==> config.mk <==
export PLATFORM = sky130hd
export DESIGN_NAME = fetch_unpack
export DESIGN_NICKNAME = d
export VERILOG_FILES = /design/src/rtl/fetch_unpack.sv
export SDC_FILE = /design/constraint.sdc
export NUM_CORES = 1
export LEC_CHECK = 0
export CAP_MARGIN = 15
export CORE_MARGIN = 4
export CORE_UTILIZATION = 30
export CTS_BUF_LIST = sky130_fd_sc_hd__clkbuf_4
export CTS_CLUSTER_SIZE = 25
export DETAILED_ROUTE_END_ITERATION = 7
export DONT_BUFFER_PORTS = 1
export PLACE_DENSITY = 0.46
export SLEW_MARGIN = 20
export SYNTH_ARGS = -nofsm -noshare
export SYNTH_HDL_FRONTEND = slang
export SYNTH_SLANG_ARGS = --single-unit
==> constraint.sdc <==
create_clock -name clk -period 6.6 [get_ports clk]
set_input_delay 0.99 -clock clk [delete_from_list [all_inputs] [get_ports clk]]
set_output_delay 0.99 -clock clk [all_outputs]
set_load 0.02 [all_outputs]
==> src/rtl/fetch_unpack.sv <==
// Instruction fetch front end: issues 64-bit aligned reads, buffers returned beats
// and hands out 32-bit instructions with their PC until a zero beat ends the stream.
module fetch_unpack #(
  parameter int unsigned DEPTH = 4
) (
  input  logic        clk,
  input  logic        reset,
  input  logic [63:0] entry,
  input  logic        start,
  output logic        req_valid,
  output logic [63:0] req_addr,
  input  logic        req_ready,
  input  logic        resp_valid,
  input  logic [63:0] resp_data,
  output logic        insn_valid,
  output logic [31:0] insn,
  output logic [63:0] insn_pc,
  input  logic        insn_ready,
  output logic        busy,
  output logic        done
);

  localparam int unsigned AW = $clog2(DEPTH);
  localparam int unsigned CW = AW + 1;

  typedef enum logic [1:0] {
    S_IDLE,
    S_FETCH,
    S_DRAIN,
    S_DONE
  } state_t;

  state_t        r_state, w_state_n;
  logic [63:0]   r_mem [DEPTH];
  logic [AW-1:0] r_wptr, r_rptr, w_wptr_n, w_rptr_n;
  logic [CW-1:0] r_count, r_out, w_count_n, w_out_n;
  logic [63:0]   r_fetch_addr, w_fetch_addr_n;
  logic [63:0]   r_pc, w_pc_n;
  logic          r_hi, w_hi_n;
  logic          r_req_valid, w_req_valid_n;
  logic          r_insn_valid;
  logic [31:0]   r_insn, w_insn_n;
  logic          r_busy, r_done;
  logic [63:0]   w_head;
  logic          w_start, w_acc, w_resp, w_term, w_push, w_consume, w_pop;

  always_comb begin
    w_start   = start && ((r_state == S_IDLE) || (r_state == S_DONE));
    w_acc     = r_req_valid && req_ready;
    w_resp    = resp_valid && (r_out != '0);
    w_term    = w_resp && (r_state == S_FETCH) && (resp_data == '0);
    w_push    = w_resp && (r_state == S_FETCH) && (resp_data != '0);
    // r_insn_valid always mirrors a non-empty buffer; r_hi selects which half of the head is shown
    w_consume = r_insn_valid && insn_ready;
    w_pop     = w_consume && r_hi;
  end

  always_comb begin
    w_out_n        = r_out + CW'(w_acc) - CW'(w_resp);
    w_count_n      = r_count + CW'(w_push) - CW'(w_pop);
    w_rptr_n       = r_rptr + AW'(w_pop);
    w_wptr_n       = r_wptr + AW'(w_push);
    w_fetch_addr_n = w_acc ? (r_fetch_addr + 64'd8) : r_fetch_addr;
    w_pc_n         = w_consume ? (r_pc + 64'd4) : r_pc;
    w_hi_n         = w_pop ? 1'b0 : (w_consume ? 1'b1 : r_hi);
    // Next head is the beat arriving now when the buffer runs dry this cycle
    w_head         = ((r_count - CW'(w_pop)) == '0) ? resp_data : r_mem[w_rptr_n];
    w_insn_n       = w_hi_n ? w_head[63:32] : w_head[31:0];
  end

  always_comb begin
    w_state_n = r_state;
    case (r_state)
      S_IDLE:  if (start) w_state_n = S_FETCH;
      S_FETCH: if (w_term) w_state_n = S_DRAIN;
      S_DRAIN: if ((r_out == '0) && (r_count == '0)) w_state_n = S_DONE;
      S_DONE:  if (start) w_state_n = S_FETCH;
      default: w_state_n = S_IDLE;
    endcase
    w_req_valid_n = (w_state_n == S_FETCH) &&
                    (({1'b0, w_out_n} + {1'b0, w_count_n}) < (CW + 1)'(DEPTH));
  end

  always_ff @(posedge clk or negedge reset) begin
    if (!reset) begin
      r_state      <= S_IDLE;
      r_fetch_addr <= '0;
      r_pc         <= '0;
      r_hi         <= 1'b0;
      r_out        <= '0;
      r_count      <= '0;
      r_rptr       <= '0;
      r_wptr       <= '0;
      r_req_valid  <= 1'b0;
      r_insn_valid <= 1'b0;
      r_insn       <= '0;
      r_busy       <= 1'b0;
      r_done       <= 1'b0;
    end else if (w_start) begin
      r_state      <= S_FETCH;
      r_fetch_addr <= {entry[63:3], 3'b000};
      r_pc         <= entry;
      r_hi         <= entry[2];
      r_out        <= '0;
      r_count      <= '0;
      r_rptr       <= '0;
      r_wptr       <= '0;
      r_req_valid  <= 1'b1;
      r_insn_valid <= 1'b0;
      r_busy       <= 1'b1;
      r_done       <= 1'b0;
    end else begin
      r_state      <= w_state_n;
      r_fetch_addr <= w_fetch_addr_n;
      r_pc         <= w_pc_n;
      r_hi         <= w_hi_n;
      r_out        <= w_out_n;
      r_count      <= w_count_n;
      r_rptr       <= w_rptr_n;
      r_wptr       <= w_wptr_n;
      r_req_valid  <= w_req_valid_n;
      r_insn_valid <= (w_count_n != '0);
      if (w_count_n != '0) r_insn <= w_insn_n;
      r_busy       <= (w_state_n == S_FETCH) || (w_state_n == S_DRAIN);
      r_done       <= (w_state_n == S_DONE);
    end
  end

  always_ff @(posedge clk) begin
    if (w_push) r_mem[r_wptr] <= resp_data;
  end

  assign req_valid  = r_req_valid;
  assign req_addr   = r_fetch_addr;
  assign insn_valid = r_insn_valid;
  assign insn       = r_insn;
  assign insn_pc    = r_pc;
  assign busy       = r_busy;
  assign done       = r_done;

endmodule

==> flow_results.xml <==
<?xml version="1.0" encoding="UTF-8"?>
<metrics>
  <group name="outcome">
    <metric name="outcome" unit="">finished, final reports clean</metric>
  </group>
  <group name="timing">
    <metric name="finalSetupTns" unit="ps">0</metric>
    <metric name="final_max_slew_viol_count" unit="">0</metric>
    <metric name="final_period_minus_worst_setup_slack" unit="ps">4517</metric>
    <metric name="unrepaired_setup_endpoints_after_global_routing" unit="">false</metric>
    <metric name="report.final.hold_viol_count" unit="">0</metric>
    <metric name="maxClockFrequency" unit="MHz">221.4</metric>
    <metric name="slew_headroom" unit="%">27.69</metric>
    <metric name="finalSetupViolCount" unit="">0</metric>
    <metric name="fin_skew" unit="ps">60.31</metric>
    <metric name="tcrit_tclk_final" unit="%">68.44</metric>
    <metric name="timing.hold.ws" unit="ps">118.1</metric>
    <metric name="timing_worst_slew_pin_value" unit="ps">1085</metric>
  </group>
  <group name="clock_network">
    <metric name="clkLatencyLatePin" unit="ps">880</metric>
    <metric name="clkSinkCount" unit="">430</metric>
    <metric name="cts_made_buffers" unit="">118</metric>
    <metric name="ctsRootBufferMaster" unit="">sky130_fd_sc_hd__clkbuf_4</metric>
    <metric name="clock_path_buffers" unit="">3</metric>
    <metric name="cts_tree" unit="">built</metric>
    <metric name="clock_tree.htree_level_count" unit="">3</metric>
    <metric name="path_clk_slew" unit="ps">60</metric>
    <metric name="post-cts-setup-buffer-count" unit="">0</metric>
  </group>
  <group name="final_layout">
    <metric name="final_common_cell" unit="">sky130_fd_sc_hd__edfxtp_1</metric>
    <metric name="syn_to_final_growth" unit="%">13.20</metric>
    <metric name="n_fill_cell" unit="">6389</metric>
    <metric name="multiInputGateArea" unit="um^2">6869</metric>
    <metric name="layoutNonFillerInstCount" unit="">2623</metric>
    <metric name="finalNetCount" unit="">1832</metric>
    <metric name="most-common-layout-cells" unit="">sky130_fd_sc_hd__edfxtp_1 (256), sky130_fd_sc_hd__nand2_1 (247), sky130_fd_sc_hd__clkbuf_4 (185)</metric>
    <metric name="register_area" unit="um^2">12040</metric>
    <metric name="final_layout_size_suffix_gt1_share" unit="%">15.85</metric>
  </group>
  <group name="grt">
    <metric name="grt_pass1_vias" unit="">13964</metric>
    <metric name="globalRouteTotalUtil" unit="%">17.96</metric>
    <metric name="antenna_found_initial" unit="">3</metric>
    <metric name="gr-total-overflow" unit="">0</metric>
    <metric name="grt_max_degree" unit="">175</metric>
    <metric name="global_route_wire_length_before_repair" unit="um">92200</metric>
  </group>
  <group name="logic_synthesis">
    <metric name="synth.largest_area_cell" unit="">sky130_fd_sc_hd__edfxtp_1</metric>
    <metric name="async_reset_ff_share" unit="%">40.47</metric>
    <metric name="synthDominantCellAreaShare" unit="%">39.94</metric>
    <metric name="post_synth_main_area_contributors" unit="">sky130_fd_sc_hd__edfxtp_1 (40%), sky130_fd_sc_hd__dfrtp_1 (23%), sky130_fd_sc_hd__nand2_1 (4.8%), sky130_fd_sc_hd__mux4_2 (3.7%), sky130_fd_sc_hd__a21oi_1 (3.4%)</metric>
    <metric name="synth-seq-cells" unit="">430</metric>
    <metric name="synth-warning-count" unit="">0</metric>
    <metric name="ys_dominant_reg_cell" unit="">sky130_fd_sc_hd__edfxtp_1</metric>
    <metric name="synth_edf_count" unit="">256</metric>
    <metric name="postSynthAreaPerCell" unit="um^2">11.92</metric>
    <metric name="synth.lib_cells_used.distinct" unit="">55</metric>
    <metric name="synthesis.instances" unit="">1615</metric>
    <metric name="post_synth_instance_area" unit="um^2">19250</metric>
    <metric name="share_of_synthesized_area_occupied_by_flip_flops_and_latches" unit="%">62.55</metric>
  </group>
  <group name="pwr">
    <metric name="cellLeakagePower" unit="uW">0.007986</metric>
    <metric name="pwr-share-seq" unit="%">41.5</metric>
    <metric name="p_per_area" unit="nW/um^2">434.1</metric>
    <metric name="netSwitchingFraction" unit="%">37.94</metric>
    <metric name="pwr-share-comb" unit="%">32.7</metric>
    <metric name="internal_power" unit="uW">5870</metric>
    <metric name="max-vdd-ir-drop" unit="mV">0.2956</metric>
    <metric name="clockPowerShare" unit="%">25.9</metric>
    <metric name="total_switching_power" unit="uW">3589</metric>
  </group>
  <group name="worst_setup_path">
    <metric name="timing.critical_path.arrival" unit="ps">5260</metric>
    <metric name="delay_of_the_slowest_critical_path_stage" unit="ps">750</metric>
    <metric name="timing_worst_setup_path_type" unit="">in -&gt; reg</metric>
    <metric name="startpoint_type" unit="">input pin</metric>
    <metric name="setup.worst_path.end_class" unit="">flop</metric>
    <metric name="worst-path-max-fanout" unit="">65</metric>
    <metric name="cp.required" unit="ps">7340</metric>
    <metric name="worstPathCellList" unit="">nor4_1, nand4_1, nor4_1, nor2b_1, inv_1, ha_1, inv_1, ha_1, inv_1, fa_1, xor2_1, xnor2_1, inv_1, o31ai_4, buf_12, a31oi_1, a32o_1</metric>
    <metric name="worst_path_most_repeated_cell" unit="">sky130_fd_sc_hd__inv_1</metric>
    <metric name="critical_path_top_delay_cell" unit="">sky130_fd_sc_hd__nor4_1</metric>
  </group>
  <group name="route">
    <metric name="detailed_routing_iteration_count_for_the_pre_antenna_repair_pass" unit="">6</metric>
    <metric name="routed_via_density" unit="">5.138</metric>
    <metric name="drt.antenna.violating_nets" unit="">0</metric>
    <metric name="drt_iter0_markers" unit="">718</metric>
    <metric name="drt_drc_violations_left" unit="">0</metric>
    <metric name="drt-total-wl" unit="um">62840</metric>
    <metric name="wl_per_cell" unit="um">23.96</metric>
    <metric name="via_count" unit="">13477</metric>
  </group>
  <group name="placement">
    <metric name="globalplace.congestion" unit="">0.7880</metric>
    <metric name="port-buffer-count" unit="">0</metric>
    <metric name="detailedPlacementHpwl" unit="um">41650</metric>
    <metric name="placed_instances" unit="">2404</metric>
  </group>
  <group name="floorplanning">
    <metric name="placementRows" unit="">92</metric>
    <metric name="dieArea" unit="um^2">68280</metric>
    <metric name="core-area" unit="um^2">63310</metric>
    <metric name="chipWidth" unit="um">261.3</metric>
    <metric name="io_pins" unit="">298</metric>
    <metric name="die_h" unit="um">261.3</metric>
    <metric name="start_util" unit="%">30.41</metric>
  </group>
  <group name="job">
    <metric name="timing.max_cap.violations" unit="">0</metric>
  </group>
  <group name="worst_hold_path">
    <metric name="hp-class" unit="">in -&gt; async</metric>
  </group>
</metrics>
[worst max-delay path, delay by kind of cell]
kind / cells / cell delay (ps)
buf+inv: 5 / 690
compound gates: 3 / 590
xor+xnor: 2 / 340
fa+ha+maj: 3 / 730
simple gates: 4 / 1870
[worst paths after layout]
kind                                from           end  slack (ps)  cells past startpoint
max                        resp_data[15]      insn[25]        2080                     17
min                                reset    insn_pc[0]         120                      1
max reg2reg                   insn_valid      insn[24]        2440                     10
min reg2reg                   r_state[1]    r_state[1]         610                      2
max in group asynchronous          reset   insn_pc[55]        5600                      1
min in group clk           resp_data[48]  r_mem[0][48]         220                      0
[repair_timing]
item | in CTS | in global routing
hold endpoints to repair | 174 | 0
hold buffers | 1 | 0
resized for setup | 0 | 0
[sequential cells by signal, indices dropped and copies added (netlist names), 2 cells and up]
register and count:
r_mem 256, insn_pc 64, req_addr 61, insn 32, r_count 3, r_out 3
r_rptr 2, r_state 2, r_wptr 2
[final cells by class]
cell class / instances / share of cell area [%]
sequential: 430 / 55.26
multi-input combinational: 1085 / 31.52
clock buffer: 185 / 6.373
tap: 846 / 4.858
timing repair buffer: 20 / 0.8383
clock inverter: 29 / 0.6890
inverter: 24 / 0.4134
antenna: 4 / 0.04593
[routing by layer]
layer / GRT usage [%] / wire length [um] / vias up
met5: 0 / 13 / -
met4: 6.911 / 1992 / 2
met3: 7.040 / 6001 / 111
met2: 30.43 / 30800 / 488
met1: 20.53 / 24020 / 6726
li1: - / - / 6150
[logic make-up (layout without fill, tap and decap cells)]
| family | count (synthesis) | after routing | synth area share, % |
|---|---|---|---|
| adder cells (fa/ha/maj) | 19 | 19 | 1.313 |
| buffers and inverters | 102 | 258 | 2.190 |
| other | 1 | 7 | 0.01948 |
| XOR/XNOR | 122 | 122 | 5.551 |
| flip-flops | 430 | 430 | 62.55 |
| AO/OA/AOI/OAI | 264 | 264 | 8.404 |
| AND/OR/NAND/NOR | 642 | 642 | 16.07 |
| multiplexers | 35 | 35 | 3.900 |
[cell usage after synthesis, drive strengths merged, types with 2 or more instances]
cell and n:
a32o 17, nand2 248, xor2 47, edfxtp 256
mux2i 3, nand3 44, clkbuf 42, dfrtp 174
o21ai 22, nor4b 3, or4 2, o221ai 15
ha 17, nor4 42, a21oi 132, and2 12
nand3b 2, mux4 32, a21boi 2, nor2 167
and4 5, inv 24, or3 8, nand4 46
a41oi 15, nor3 23, fa 2, a211oi 3
buf 36, or2 7, and3 26, xnor2 75
nand2b 4, a31oi 52
[power by group through the flow]
stage / sequential, uW / clock [uW] / combinational [uW]
floorplan: 3850 / 0 / 2220
global placement: 3980 / 0 / 3100
detailed placement: 3990 / 0 / 3140
CTS: 3940 / 2560 / 3180
global route: 3980 / 2680 / 3470
finish: 3920 / 2450 / 3090
[metrics by stage]
| step | setup slack [ps] | total power (uW) | cell area [um^2] | utilization (%) |
|---|---|---|---|---|
| floorplan | 195.7 | 6064 | 19260 | - |
| global placement | 1250 | 7087 | 20210 | 31.93 |
| detailed placement | 1223 | 7132 | 20210 | 31.93 |
| CTS | 2219 | 9674 | 21780 | 34.40 |
| global route | 1954 | 10130 | 21790 | 34.41 |
| finish | 2083 | 9460 | 21790 | 34.42 |
No activity file was read; power rests on OpenSTA's default activity.
